File: config.mk
export PLATFORM = sky130hd
export DESIGN_NAME = skid_buffer_flat
export DESIGN_NICKNAME = d
export VERILOG_FILES = /design/src/rtl/skid_buffer_if.sv /design/src/rtl/skid_buffer.sv /design/src/flat_wrapper.sv
export SDC_FILE = /design/constraint.sdc
export NUM_CORES = 1
export LEC_CHECK = 0
export CAP_MARGIN = 20
export CORE_ASPECT_RATIO = 0.8
export CORE_MARGIN = 5
export CORE_UTILIZATION = 44
export DETAILED_ROUTE_END_ITERATION = 10
export PLACE_DENSITY = 0.85
export RECOVER_POWER = 25
export SLEW_MARGIN = 10
export SYNTH_ARGS = -nofsm -noshare
export SYNTH_HDL_FRONTEND = slang
export SYNTH_SLANG_ARGS = --single-unit
export TNS_END_PERCENT = 5
File: constraint.sdc
create_clock -name clk_i -period 1.5 [get_ports clk_i]
set_input_delay 0.3 -clock clk_i [delete_from_list [all_inputs] [get_ports clk_i]]
set_output_delay 0.3 -clock clk_i [all_outputs]
set_load 0.005 [all_outputs]
File: src/rtl/skid_buffer_if.sv
`default_nettype none
// ============================================================================
//  Module      : skid_buffer_if
//  Description : Valid/ready stream bundle (payload, valid, ready).
//                master modport drives payload and valid and receives ready;
//                slave modport receives payload and valid and drives ready.
//  Ports       : data       - payload, DATA_SIZE bits
//                data_valid - payload qualifier from the master
//                data_ready - acceptance from the slave
//  Revision    : 1.0 - initial release
// ============================================================================
interface skid_buffer_if #(
    parameter int DATA_SIZE = 8
);
    logic [DATA_SIZE-1:0] data;
    logic                 data_valid;
    logic                 data_ready;

    modport master (
        output data,
        output data_valid,
        input  data_ready
    );

    modport slave (
        input  data,
        input  data_valid,
        output data_ready
    );
endinterface
`default_nettype wire

File: src/rtl/skid_buffer.sv
`default_nettype none
// ============================================================================
//  Module      : skid_buffer
//  Description : Two-entry register slice for a valid/ready stream. Cuts the
//                timing path on payload, valid and ready: every output comes
//                straight from a flop. Sustains one transfer per cycle, keeps
//                order, never drops or duplicates words.
//  Ports       : clk_i      - clock, rising edge
//                rst_clk_ni - synchronous active-low reset
//                up_if      - upstream side (slave modport): data_i,
//                             data_valid_i in, data_ready_o out
//                dn_if      - downstream side (master modport): data_o,
//                             data_valid_o out, data_ready_i in
//  Revision    : 1.0 - initial release
// ============================================================================
module skid_buffer #(
    parameter int DATA_SIZE = 8
) (
    input  logic                clk_i,
    input  logic                rst_clk_ni,
    skid_buffer_if.slave        up_if,
    skid_buffer_if.master       dn_if
);

    typedef enum logic [1:0] {
        S_EMPTY = 2'd0,
        S_BUSY  = 2'd1,
        S_FULL  = 2'd2
    } state_t;

    state_t               r_state;
    logic [DATA_SIZE-1:0] r_out;
    logic [DATA_SIZE-1:0] r_skid;
    logic                 r_valid;
    logic                 r_ready;

    logic                 w_in_fire;
    logic                 w_out_fire;

    // Both handshakes use the registered flags, so no input reaches an output
    // combinationally.
    assign w_in_fire  = up_if.data_valid & r_ready;
    assign w_out_fire = r_valid & dn_if.data_ready;

    // Valid and ready are kept as their own flops, updated alongside the
    // state, rather than decoded from it. That keeps ready low while reset is
    // held and raises it on the first edge after release.
    always_ff @(posedge clk_i) begin
        if (!rst_clk_ni) begin
            r_state <= S_EMPTY;
            r_out   <= '0;
            r_skid  <= '0;
            r_valid <= 1'b0;
            r_ready <= 1'b0;
        end else begin
            case (r_state)
                S_EMPTY: begin
                    r_ready <= 1'b1;
                    if (w_in_fire) begin
                        r_out   <= up_if.data;
                        r_valid <= 1'b1;
                        r_state <= S_BUSY;
                    end
                end
                S_BUSY: begin
                    case ({w_in_fire, w_out_fire})
                        2'b11: begin
                            r_out <= up_if.data;
                        end
                        2'b10: begin
                            // Downstream stalled while a word arrived: park it
                            // and drop ready so at most this one word skids.
                            r_skid  <= up_if.data;
                            r_ready <= 1'b0;
                            r_state <= S_FULL;
                        end
                        2'b01: begin
                            r_valid <= 1'b0;
                            r_state <= S_EMPTY;
                        end
                        default: begin
                            r_state <= S_BUSY;
                        end
                    endcase
                end
                S_FULL: begin
                    if (w_out_fire) begin
                        r_out   <= r_skid;
                        r_ready <= 1'b1;
                        r_state <= S_BUSY;
                    end
                end
                default: begin
                    r_state <= S_EMPTY;
                    r_valid <= 1'b0;
                    r_ready <= 1'b1;
                end
            endcase
        end
    end

    assign up_if.data_ready = r_ready;
    assign dn_if.data       = r_out;
    assign dn_if.data_valid = r_valid;

endmodule
`default_nettype wire

File: src/flat_wrapper.sv
// flat-port wrapper written by rule: the top's interface ports become plain ports
module skid_buffer_flat 
#(
    parameter int DATA_SIZE = 8
)
  (clk_i, rst_clk_ni, up_if_data, up_if_data_valid, up_if_data_ready, dn_if_data, dn_if_data_valid, dn_if_data_ready);
  skid_buffer_if #(.DATA_SIZE(DATA_SIZE)) up_if_i ();
  skid_buffer_if #(.DATA_SIZE(DATA_SIZE)) dn_if_i ();
  input  logic clk_i;
  input  logic rst_clk_ni;
  input wire logic [$bits(up_if_i.data)-1:0] up_if_data;
  input wire logic [$bits(up_if_i.data_valid)-1:0] up_if_data_valid;
  output wire logic [$bits(up_if_i.data_ready)-1:0] up_if_data_ready;
  output wire logic [$bits(dn_if_i.data)-1:0] dn_if_data;
  output wire logic [$bits(dn_if_i.data_valid)-1:0] dn_if_data_valid;
  input wire logic [$bits(dn_if_i.data_ready)-1:0] dn_if_data_ready;
  assign up_if_i.data = up_if_data;
  assign up_if_i.data_valid = up_if_data_valid;
  assign up_if_data_ready = up_if_i.data_ready;
  assign dn_if_data = dn_if_i.data;
  assign dn_if_data_valid = dn_if_i.data_valid;
  assign dn_if_i.data_ready = dn_if_data_ready;
  skid_buffer #(.DATA_SIZE(DATA_SIZE)) u_core (.clk_i(clk_i), .rst_clk_ni(rst_clk_ni), .up_if(up_if_i), .dn_if(dn_if_i));
endmodule
-- After elaboration in Yosys (flattened, before gate mapping)
Cells that the tools add are included.
- equal/unequal tests: 11
- muxes and demuxes: 14
- bitwise operators: 3
- reductions and logical operators: 7
- operators with widths (cell ; count):
    $mux W8 ; 3
    $pmux W8 S3 ; 1
    $pmux W2 S3 ; 2
    $eq A2 B2 Y1 const B ; 3
    $ne A2 B1 Y1 const B ; 3
    $ne A2 B2 Y1 const B ; 3
    $reduce_and A3 Y1 ; 2
    $eq A2 B1 Y1 const B ; 2
    $mux W1 ; 4
    $mux W2 ; 2
    $reduce_and A2 Y1 ; 2
    $reduce_and A4 Y1 ; 1
    $pmux W1 S3 ; 1
    $reduce_bool A3 Y1 ; 1
    $and A1 B1 Y1 ; 2
    $logic_not A2 Y1 ; 1
    $pmux W1 S2 ; 1
    $not A1 Y1 ; 1
- flip-flop bits (word level): 20
- bits of input ports: 12
- output and inout bits: 10
- logic and storage cells: 40

-- Depth between registers and ports, before layout
- depth in word-level cells: 4
- gate-level depth with buffers: 8
- mapped depth without buffers: 6

-- Least setup slack after synthesis
OpenSTA, ideal clock, no wires.
- path kind: flip-flop to flip-flop
- start point: register u_core.r_ready (netlist: u_core.up_if.data_ready)
- end point: register u_core.r_out[0] (netlist: u_core.dn_if.data[0])
- setup time: 0.070 ns
- arrival: 1.600 ns
- required time: 1.430 ns
- path slack: -0.169 ns
- stages on the path, launching flop included: 8
- path buffers: 2
- clock period less this slack: 1.669 ns
- cells stage by stage: dfxtp_1 -> and2_1 -> ha_1 -> and3b_2 -> buf_6 -> or3_4 -> buf_6 -> a21oi_1
- word-level cells in the longest chain between the ends: 4
- elaborated cells between the ends (all ways): 5
- classes of those cells: 3 x eq/ne; 1 x bitwise; 1 x reduce/logical
- ends and longest elaborated chain (item ; RTL line ; text):
    start, declared ; skid_buffer.sv:35 ; logic r_ready;
    start signal, assigned ; skid_buffer.sv:54 ; r_ready <= 1'b0;
    start signal, assigned ; skid_buffer.sv:58 ; r_ready <= 1'b1;
    start signal, assigned ; skid_buffer.sv:74 ; r_ready <= 1'b0;
    $and A1 B1 Y1 * ; skid_buffer.sv:42 ; assign w_in_fire = up_if.data_valid & r_ready;
    $eq A2 B2 Y1 ; skid_buffer.sv:66 ; case ({w_in_fire, w_out_fire})
    $ne A2 B2 Y1 (no line) ; - ;
    $reduce_and A4 Y1 (no line) * ; - ;
    end signal, assigned ; skid_buffer.sv:60 ; r_out <= up_if.data;
    end signal, assigned ; skid_buffer.sv:68 ; r_out <= up_if.data;
    end signal, assigned ; skid_buffer.sv:88 ; r_out <= r_skid;
    end, declared ; skid_buffer.sv:32 ; logic [DATA_SIZE-1:0] r_out;
Every way passes the cells marked *; elsewhere a longest branch is shown, timed or not.
A chain may end at the register's enable or synchronous reset.

-- Final worst setup path
- start point: register u_core.r_ready (netlist: u_core.up_if.data_ready)
- end point: register u_core.r_out[2] (netlist: u_core.dn_if.data[2])
Same word-level chain as after synthesis.

==> flow_summary.rst <==
.. list-table::
   :header-rows: 1

   * - Metric
     - Value
   * - Global-route wire length before repair
     - 4100 um
   * - Max Freq
     - 649 MHz
   * - Die extent in y
     - 52.4 um
   * - Category of the worst setup path capture point
     - flop
   * - Syn Area/Cell
     - 10.2 um2
   * - R2R depth
     - 5
   * - RSZ-0062 raised after global routing
     - yes
   * - Post-synth design cell area
     - 990 um2
   * - Via-to-Cell Ratio
     - 5.46
   * - Total core area
     - 2160 um2
   * - Leakage
     - 0.734 nW
   * - Failing checks
     - negative setup slack
   * - Remaining global-route overflow
     - 0
   * - Design area
     - 1470 um2
   * - Number of max-cap violations
     - 0
   * - Iter 0 DRT Violations
     - 24
   * - Effective utilization at floorplan
     - 45.9%
   * - Standard-cell rows
     - 15
   * - Highest ir drop seen on vdd
     - 1.06 mV
   * - Largest buffer count on any clock path
     - 2
   * - Required time worst endpoint
     - 1.73 ns
   * - Kind of launch point of the worst setup path
     - flop
   * - Status
     - complete, but fails checks
   * - Hold Path Cell Cnt
     - 2
   * - Antenna cells
     - 0
   * - Share of final-layout standard cells stronger than drive strength 1
     - 35.9%
   * - Max_slew headroom
     - 76.2%
   * - Via total after detailed routing
     - 851
   * - Placed wire-length estimate after detailed placement
     - 1750 um
   * - Final worst-path cycle share
     - 103%
   * - Post-Place Setup Slack
     - -0.484 ns
   * - Master cell of the clock root buffer
     - clkbuf_4
   * - Post-route minimum period
     - 1.54 ns
   * - Clock tree from TritonCTS
     - done
   * - Worst clock skew
     - 0.00475 ns
   * - Number of H-tree levels
     - 1
   * - Detailed-route wire length per cell
     - 15.8 um
   * - Die Span X
     - 63.0 um
   * - Total power divided by cell area
     - 885 nW/um2
   * - Synthesized net count
     - 112
   * - # IOs
     - 22
   * - Simple-Gate Fraction of Synth Area
     - 16.3%
   * - Post-synthesis xor/xnor area fraction
     - 0%
   * - Total GRT Usage
     - 15.5%
   * - Sink Count
     - 20
   * - Number of register bits inferred by synthesis
     - 20
   * - Proportion of synthesized chip area in sequential cells
     - 40.5%
   * - Setup violations, final
     - 8
   * - Main combinational cell family by area after synthesis
     - compound AO/OA/AOI/OAI gates
   * - Net count reported at finish
     - 147
   * - Min setup slack post-route
     - -0.0410 ns
   * - Fill count
     - 158
   * - Worst hold margin
     - 0.537 ns
   * - Vias in the first global route
     - 884
   * - Cell area reported after detailed placement
     - 1320 um2
   * - Post-synthesis share of cell area spent on full adders, half adders and majority gates
     - 3.79%
   * - Total Wirelength
     - 2460 um
   * - Die area
     - 3300 um2
   * - Final count of pins violating max slew
     - 0
   * - Synth unique cells
     - 24
   * - Post-route DRC
     - 0
   * - ANT nets after route
     - 0
   * - Number of antenna violations at the first check in global routing
     - 0
   * - Number of hold-repair buffers added at the cts stage
     - 0
   * - First-pass detailed-route iteration total
     - 4
   * - Pin count of the biggest net entering global routing
     - 21
   * - Share of synthesized area spent on multiplexers
     - 16.2%
   * - Path type of the worst min-delay path
     - reg2reg
   * - Worst Tran Pin Value
     - 0.352 ns
   * - Crit-path max FO
     - 8
   * - Number of CTS-inserted buffers
     - 3
   * - Count of input and output buffers
     - 21
   * - Number of warnings printed during yosys synthesis
     - 0
   * - Category of the critical setup timing path
     - reg2reg
   * - Final-report hold violation count
     - 0
   * - Clock transition at path regs
     - 0.12 ns
   * - Signal arrival time at the worst endpoint
     - 1.77 ns
   * - Routability congestion estimate from global placement
     - 0.846
   * - Fraction of the mapped netlist area in compound gates
     - 16.4%
   * - Layout-stage area growth over the synthesis result
     - 48.7%
   * - Source-to-sink clock delay at the later pin of the worst-skew pair
     - 0.30 ns
   * - Post-Synthesis Cells
     - 97
metrics by stage:
step                      total power [mW]  std cells  utilization, %  setup TNS [ns]
after global placement               0.842        150            61.2           -7.33
after CTS                             1.29        156            65.3         -0.0944
final                                 1.30        156            68.2          -0.145
after detailed placement             0.853        150            61.2           -8.13
after floorplan                      0.714         97               -          -0.651
after global routing                  1.37        156            68.2          -0.514
state kept, by name, indices dropped and copies added, names as in the netlist:
register and flops:
u_core.dn_if.data 8, u_core.dn_if.data_valid 1, u_core.r_skid 8, u_core.r_state 2
u_core.up_if.data_ready 1
repair_timing:
action	CTS	global route
resized for setup	9	17
setup buffers	2	0
endpoints found under the setup margin	20	22
pin swaps	3	2
worst max-delay path: stages (launching register included):
cell and delay (ns):
dfxtp_2 0.34, and2_4 0.14, ha_4 0.15, and3b_2 0.24, or3_4 0.44, a21oi_2 0.15
worst paths after layout:
kind,startpoint,endpoint,slack [ns]
setup / recovery,u_core.up_if.data_ready,u_core.dn_if.data[2],-0.04
hold / removal,u_core.r_skid[4],u_core.r_skid[4],0.54
setup reg to reg,u_core.up_if.data_ready,u_core.dn_if.data[2],-0.04
hold reg to reg,u_core.r_skid[4],u_core.r_skid[4],0.54
cell usage after synthesis, drive strengths merged:
cell type,n,area share (%)
dfxtp,20,40
mux2i,16,16
a21oi,12,6.1
nor2b,9,5.7
o41ai,8,7.1
buf,5,4.4
clkbuf,3,1.3
ha,3,3.8
inv,3,1.1
o21a,3,2.3
nand2b,2,1.3
nand3b,2,1.5
o21ai,2,1.0
and2,1,0.63
and2b,1,0.89
and3b,1,1.0
and4b,1,1.0
and4bb,1,1.3
nand2,1,0.38
nor3b,1,0.76
or2b,1,0.76
or3,1,1.1
metal layers:
layer | part of all wire [%] | track usage (%)
met5 | 0 | 0
met4 | 0.85 | 4.59
met3 | 3.7 | 4.29
met2 | 48 | 27.1
met1 | 47 | 18.6
final cells by class:
type                       count  area (um2)  area share [%]
timing repair buffer          38         353            24.0
multi-input combinational     66         612            41.6
clock inverter                 1        30.0            2.04
tap                           25        31.3            2.13
clock buffer                   3        22.5            1.53
sequential                    20         412            28.0
inverter                       3        11.3           0.765
cell usage in the layout, fill, tap and decap left out, types with 2 or more instances in the layout:
master / netlist / final
mux2i_1: 16 / 15
a21oi_1: 12 / 8
dlymetal6s2s_1: 0 / 3
o21a_1: 3 / 3
dfxtp_2: 0 / 9
buf_4: 0 / 16
ha_4: 0 / 2
inv_1: 3 / 2
dlygate4sd2_1: 0 / 4
dfxtp_1: 20 / 11
nand3b_1: 2 / 2
o21ai_0: 2 / 2
nor2b_1: 9 / 9
clkbuf_4: 0 / 3
a21oi_2: 0 / 4
clkdlybuf4s50_1: 0 / 14
o41ai_2: 0 / 3
o41ai_1: 8 / 4
nand2b_1: 2 / 2
power by group:
part           switching [mW]  internal [mW]
registers              0.0264          0.569
clock network           0.167          0.270
logic                   0.110          0.160
kinds of logic after synthesis:
| logic type | Yosys count |
|---|---|
| adder cells (fa/ha/maj) | 3 |
| multiplexers | 16 |
| AND/OR/NAND/NOR | 22 |
| AO/OA/AOI/OAI | 25 |
| buffers and inverters | 11 |
| flip-flops | 20 |
(Power assumes the default switching activity.)
